[src/rtl/pokey_poly_gen.sv]
// POKEY-style polynomial noise generator: XNOR-feedback LFSR with a long/short
// field, lock-up recovery, an init clear path and a delayed serial output.
module pokey_poly_gen #(
    parameter int              W          = 17,
    parameter int              SHORT_W    = 9,
    parameter int              TAP_A      = 0,
    parameter int              TAP_B      = 3,
    parameter int              STAP_A     = 0,
    parameter int              STAP_B     = 4,
    parameter int              OUT_W      = 8,
    parameter int              DELAY      = 1,
    parameter logic [W-1:0]    RESET_SEED = 17'h0AAAA
) (
    input  logic               clk,
    input  logic               reset_n,
    input  logic               enable,
    input  logic               mode,
    input  logic               init,
    input  logic               seed_load,
    input  logic [W-1:0]       seed,
    output logic               bit_out,
    output logic [OUT_W-1:0]   rand_out,
    output logic               lockup
);

    logic [W-1:0]     r_s;
    logic             r_mode_del;
    logic             r_lockup;
    logic [DELAY-1:0] r_pipe;

    logic             w_lock_long;
    logic             w_lock_short;
    logic             w_lock;
    logic             w_fb_long;
    logic             w_fb_short;
    logic             w_fb;
    logic             w_ins;
    logic [W-1:0]     w_s_long;
    logic [W-1:0]     w_s_short;
    logic [W-1:0]     w_s_step;
    logic [DELAY-1:0] w_pipe_in;
    logic             w_advance;

    // XNOR feedback makes all-ones (not all-zeros) the stuck state.
    always_comb begin
        w_lock_long  = &r_s;
        w_lock_short = &r_s[SHORT_W-1:0];
        w_lock       = r_mode_del ? w_lock_short : w_lock_long;
        w_fb_long    = ~(r_s[TAP_A] ^ r_s[TAP_B]);
        w_fb_short   = ~(r_s[STAP_A] ^ r_s[STAP_B]);
        w_fb         = r_mode_del ? w_fb_short : w_fb_long;
        w_ins        = (init || w_lock) ? 1'b0 : w_fb;
    end

    // Short mode shifts only the low field; the upper bits are left intact.
    always_comb begin
        w_s_long                   = {w_ins, r_s[W-1:1]};
        w_s_short                  = r_s;
        w_s_short[SHORT_W-1:0]     = {w_ins, r_s[SHORT_W-1:1]};
        w_s_step                   = r_mode_del ? w_s_short : w_s_long;
    end

    assign w_advance = enable && !seed_load;

    always_ff @(posedge clk or negedge reset_n) begin
        if (!reset_n) begin
            r_s        <= RESET_SEED;
            r_mode_del <= 1'b0;
            r_lockup   <= 1'b0;
        end else if (seed_load) begin
            r_s      <= seed;
            r_lockup <= 1'b0;
        end else if (enable) begin
            r_s        <= w_s_step;
            r_mode_del <= mode;
            r_lockup   <= w_lock && !init;
        end else begin
            r_lockup <= 1'b0;
        end
    end

    // Serial delay line: stage 0 samples s[0], later stages chain behind it.
    genvar gi;
    generate
        for (gi = 0; gi < DELAY; gi++) begin : g_pipe
            if (gi == 0) begin : g_head
                assign w_pipe_in[gi] = r_s[0];
            end else begin : g_tail
                assign w_pipe_in[gi] = r_pipe[gi-1];
            end
        end
    endgenerate

    always_ff @(posedge clk or negedge reset_n) begin
        if (!reset_n) begin
            r_pipe <= '0;
        end else if (w_advance) begin
            r_pipe <= w_pipe_in;
        end
    end

    assign bit_out  = r_pipe[DELAY-1];
    assign rand_out = ~r_s[OUT_W-1:0];
    assign lockup   = r_lockup;

endmodule

[config.mk]
export PLATFORM = sky130hd
export DESIGN_NAME = pokey_poly_gen
export DESIGN_NICKNAME = d
export VERILOG_FILES = /design/src/rtl/pokey_poly_gen.sv
export SDC_FILE = /design/constraint.sdc
export NUM_CORES = 1
export LEC_CHECK = 0
export CAP_MARGIN = 20
export CORE_MARGIN = 1
export CORE_UTILIZATION = 45
export CTS_BUF_LIST = sky130_fd_sc_hd__clkbuf_2 sky130_fd_sc_hd__clkbuf_4 sky130_fd_sc_hd__clkbuf_8
export CTS_CLUSTER_SIZE = 14
export DETAILED_ROUTE_END_ITERATION = 7
export DONT_BUFFER_PORTS = 1
export HOLD_SLACK_MARGIN = 0.12
export SYNTH_ARGS = -nofsm -noshare
export SYNTH_HDL_FRONTEND = slang
export SYNTH_SLANG_ARGS = --single-unit
[constraint.sdc]
create_clock -name clk -period 1.44 [get_ports clk]
set_input_delay 0.288 -clock clk [delete_from_list [all_inputs] [get_ports clk]]
set_output_delay 0.288 -clock clk [all_outputs]
set_load 0.02 [all_outputs]
==> impl_metrics.py <==
metrics = {
    "run_status": {
        "status": "completed",
    },
    "min_path": {
        "holdPathStages": 2,
        "hp-start": "seed[0]",
        "hold_path_class": "primary input to register",
    },
    "clocking": {
        "path_clk_slew_ns": 0.11,
        "cts-htree-levels": 1,
        "cts_sinks": 20,
        "cts_tree": "done",
        "cts-root-buf": "clkbuf_4",
        "clk_latency_ns": 0.29,
        "cts_made_buffers": 3,
        "clk_path_buf_depth": 2,
    },
    "grt": {
        "grt_pass1_vias": 798,
        "grt.overflow.total": 0,
        "grt_pass1_wl_um": 3698,
        "grt_util_all_layers_pct": 19.61,
        "antenna_found_initial": 0,
        "grt_max_degree": 28,
    },
    "sta": {
        "setup_viol": 0,
        "worst_clock_skew_ns": 0.003638,
        "period_share_pct": 92.89,
        "slew_headroom_pct": 41.61,
        "timing.fmax_mhz": 747.6,
        "tightest_slew_ns": 0.8729,
        "min_period_ns": 1.338,
        "fin_setup_tns_ns": 0,
        "finalHoldViolations": 0,
        "finalMaxSlewViolations": 0,
        "rsz0062_at_grt": "no",
    },
    "power_and_ir_drop": {
        "p_leak_nw": 0.5761,
        "max-vdd-ir-drop_uv": 500.5,
        "total_power_mw": 1.213,
        "p_per_area_mw_per_mm2": 971.7,
    },
    "critical_path": {
        "cp-end-kind": "register",
        "setup.worst_path.start": "r_s[7]",
        "path_class": "register to register",
        "critical_path.cell_chain": "nand4_1 -> nor4_2 -> o21ai_1 -> a31o_1",
        "crit_fanout": 4,
        "cp.arrival_ns": 1.52,
        "slowest_delay_ns": 0.57,
        "crit_path_start_kind": "register",
        "required_ns": 1.63,
        "cp_slowest_cell": "dfstp_2",
        "rr_startpoint": "r_s[7]",
        "r2r.worst_path.cells": 4,
    },
    "floorplanning": {
        "die_h_um": 50.04,
        "io_pins": 33,
        "start_util_pct": 47.40,
        "die_w_um": 50.04,
        "rows": 17,
        "die_area_mm2": 0.002504,
        "coreArea_mm2": 0.002191,
    },
    "final_layout": {
        "area_growth_syn_to_layout_pct": 20.24,
        "drive_gt1_share_pct": 14.05,
        "layoutNonFillerInstCount": 149,
        "fillers": 208,
        "diodes": 0,
        "multi_input_area_um2": 462.9,
        "layout.area.seq_um2": 510.5,
        "final_nets": 146,
    },
    "detailed_routing": {
        "drt_iter0_markers": 7,
        "drc": 0,
        "ant_nets": 0,
        "wirelength_um": 2109,
        "drt-pass1-iter-count": 4,
        "wl_per_cell_um": 14.15,
        "vias": 792,
        "viasPerCell": 5.315,
    },
    "placed_design": {
        "port_buffers": 0,
        "dp_hpwl_um": 1392,
        "gp_congestion": 0.8071,
        "place_inst": 129,
    },
    "synthesis": {
        "ys_seq_area_share_pct": 49.16,
        "syn_nets": 128,
        "ys_ff_latch": 20,
        "ys_warn_count": 0,
        "ys_types": 24,
        "synthesis.area_mm2": 0.001038,
        "synth_cells": 105,
        "synth.avg_cell_area_um2": 9.890,
    },
    "flow_run": {
        "max-cap-violations": 0,
    },
}
## metrics by stage
step | utilization, % | instance area, µm² | setup WS, ns | hold WS (ns)
floorplan | - | 1039 | 0.1919 | -0.007591
global placement | 48.09 | 1054 | 0.1434 | -0.007019
detailed placement | 48.09 | 1054 | 0.1086 | -0.007100
CTS | 56.88 | 1246 | 0.02856 | 0.1201
global route | 57.00 | 1249 | 0.002287 | 0.1266
finish | 57.00 | 1249 | 0.1024 | 0.1269
## Yosys cell counts
| master | number | area [µm²] |
|---|---|---|
| a31o_1 | 2 | 17.52 |
| buf_2 | 1 | 5.000 |
| buf_4 | 1 | 7.510 |
| buf_6 | 1 | 11.26 |
| clkbuf_1 | 3 | 11.26 |
| dfrtp_1 | 12 | 300.3 |
| dfstp_2 | 8 | 210.2 |
| inv_1 | 8 | 30.03 |
| mux2_2 | 1 | 11.26 |
| mux2i_1 | 17 | 170.2 |
| nand2_1 | 19 | 71.32 |
| nand2b_1 | 1 | 6.260 |
| nand2b_4 | 1 | 13.76 |
| nand3_1 | 1 | 5.000 |
| nand4_1 | 3 | 18.77 |
| nor2_1 | 1 | 3.750 |
| nor2b_1 | 1 | 6.260 |
| nor3_1 | 1 | 5.000 |
| nor3_2 | 1 | 10.01 |
| nor3b_1 | 1 | 7.510 |
| nor4_2 | 1 | 12.51 |
| o21ai_0 | 18 | 90.09 |
| o21ai_1 | 1 | 5.000 |
| xnor2_1 | 1 | 8.760 |
## critical path, delay by kind of cell (launching register included)
family	cells	cell delay, ns
flip-flops	1	0.57
AND/OR/NAND/NOR	2	0.32
AO/OA/AOI/OAI	2	0.34
## power breakdown
group | switching, mW | internal (mW)
clock | 0.156 | 0.0971
sequential | 0.0594 | 0.642
combinational | 0.137 | 0.121
## layout by cell type, fill, tap and decap left out, types with 2 or more instances in the layout
cell type      instances
nand2_1               19
o21ai_0               18
mux2i_1               17
dlygate4sd3_1         16
dfrtp_1               12
inv_1                  8
dfstp_2                8
nand4_1                3
clkbuf_4               3
a31o_1                 2
buf_4                  2
## state kept, by name (all words and copies together) (netlist names)
register    flops
bit_out         1
r_s            17
r_mode_del      1
lockup          1
## area by class of cell
class                   count  area share, %
repair buffers             19          15.03
multi-input cells          71          37.07
flip-flops and latches     20          40.88
clock buffers               3          1.804
inverters                   8          2.405
well taps                  28          2.806
## routing by layer
| layer | vias up | track usage, % | wire length (µm) |
|---|---|---|---|
| li1 | 389 | - | - |
| met1 | 375 | 28.52 | 1064 |
| met2 | 26 | 28.67 | 928 |
| met3 | 2 | 4.321 | 102 |
| met4 | 0 | 5.714 | 14 |
| met5 | - | 0 | 0 |
## kinds of logic (layout without fill, tap and decap cells)
kind of cell	count (synthesis)	count (layout)	share of synthesized area [%]
AND/OR/NAND/NOR	31	31	15.42
AO/OA/AOI/OAI	21	21	10.84
flip-flops	20	20	49.16
buffers and inverters	14	30	6.265
XOR/XNOR	1	1	0.8435
multiplexers	18	18	17.47
## final timing paths
path	to	slack [ns]
max	r_s[16]	0.10
min	r_s[0]	0.13
max reg2reg	r_s[16]	0.10
min reg2reg	r_s[9]	0.59
max in group asynchronous	r_s[16]	0.36
min in group asynchronous	bit_out	0.55
## timing repair
item	4_1_cts	5_1_grt
resized for setup	0	1
setup buffers	0	0
endpoints found under the setup margin	0	15
hold buffers	17	0
hold endpoints to repair	36	0
Note: power is estimated with default switching activity, not from simulation.
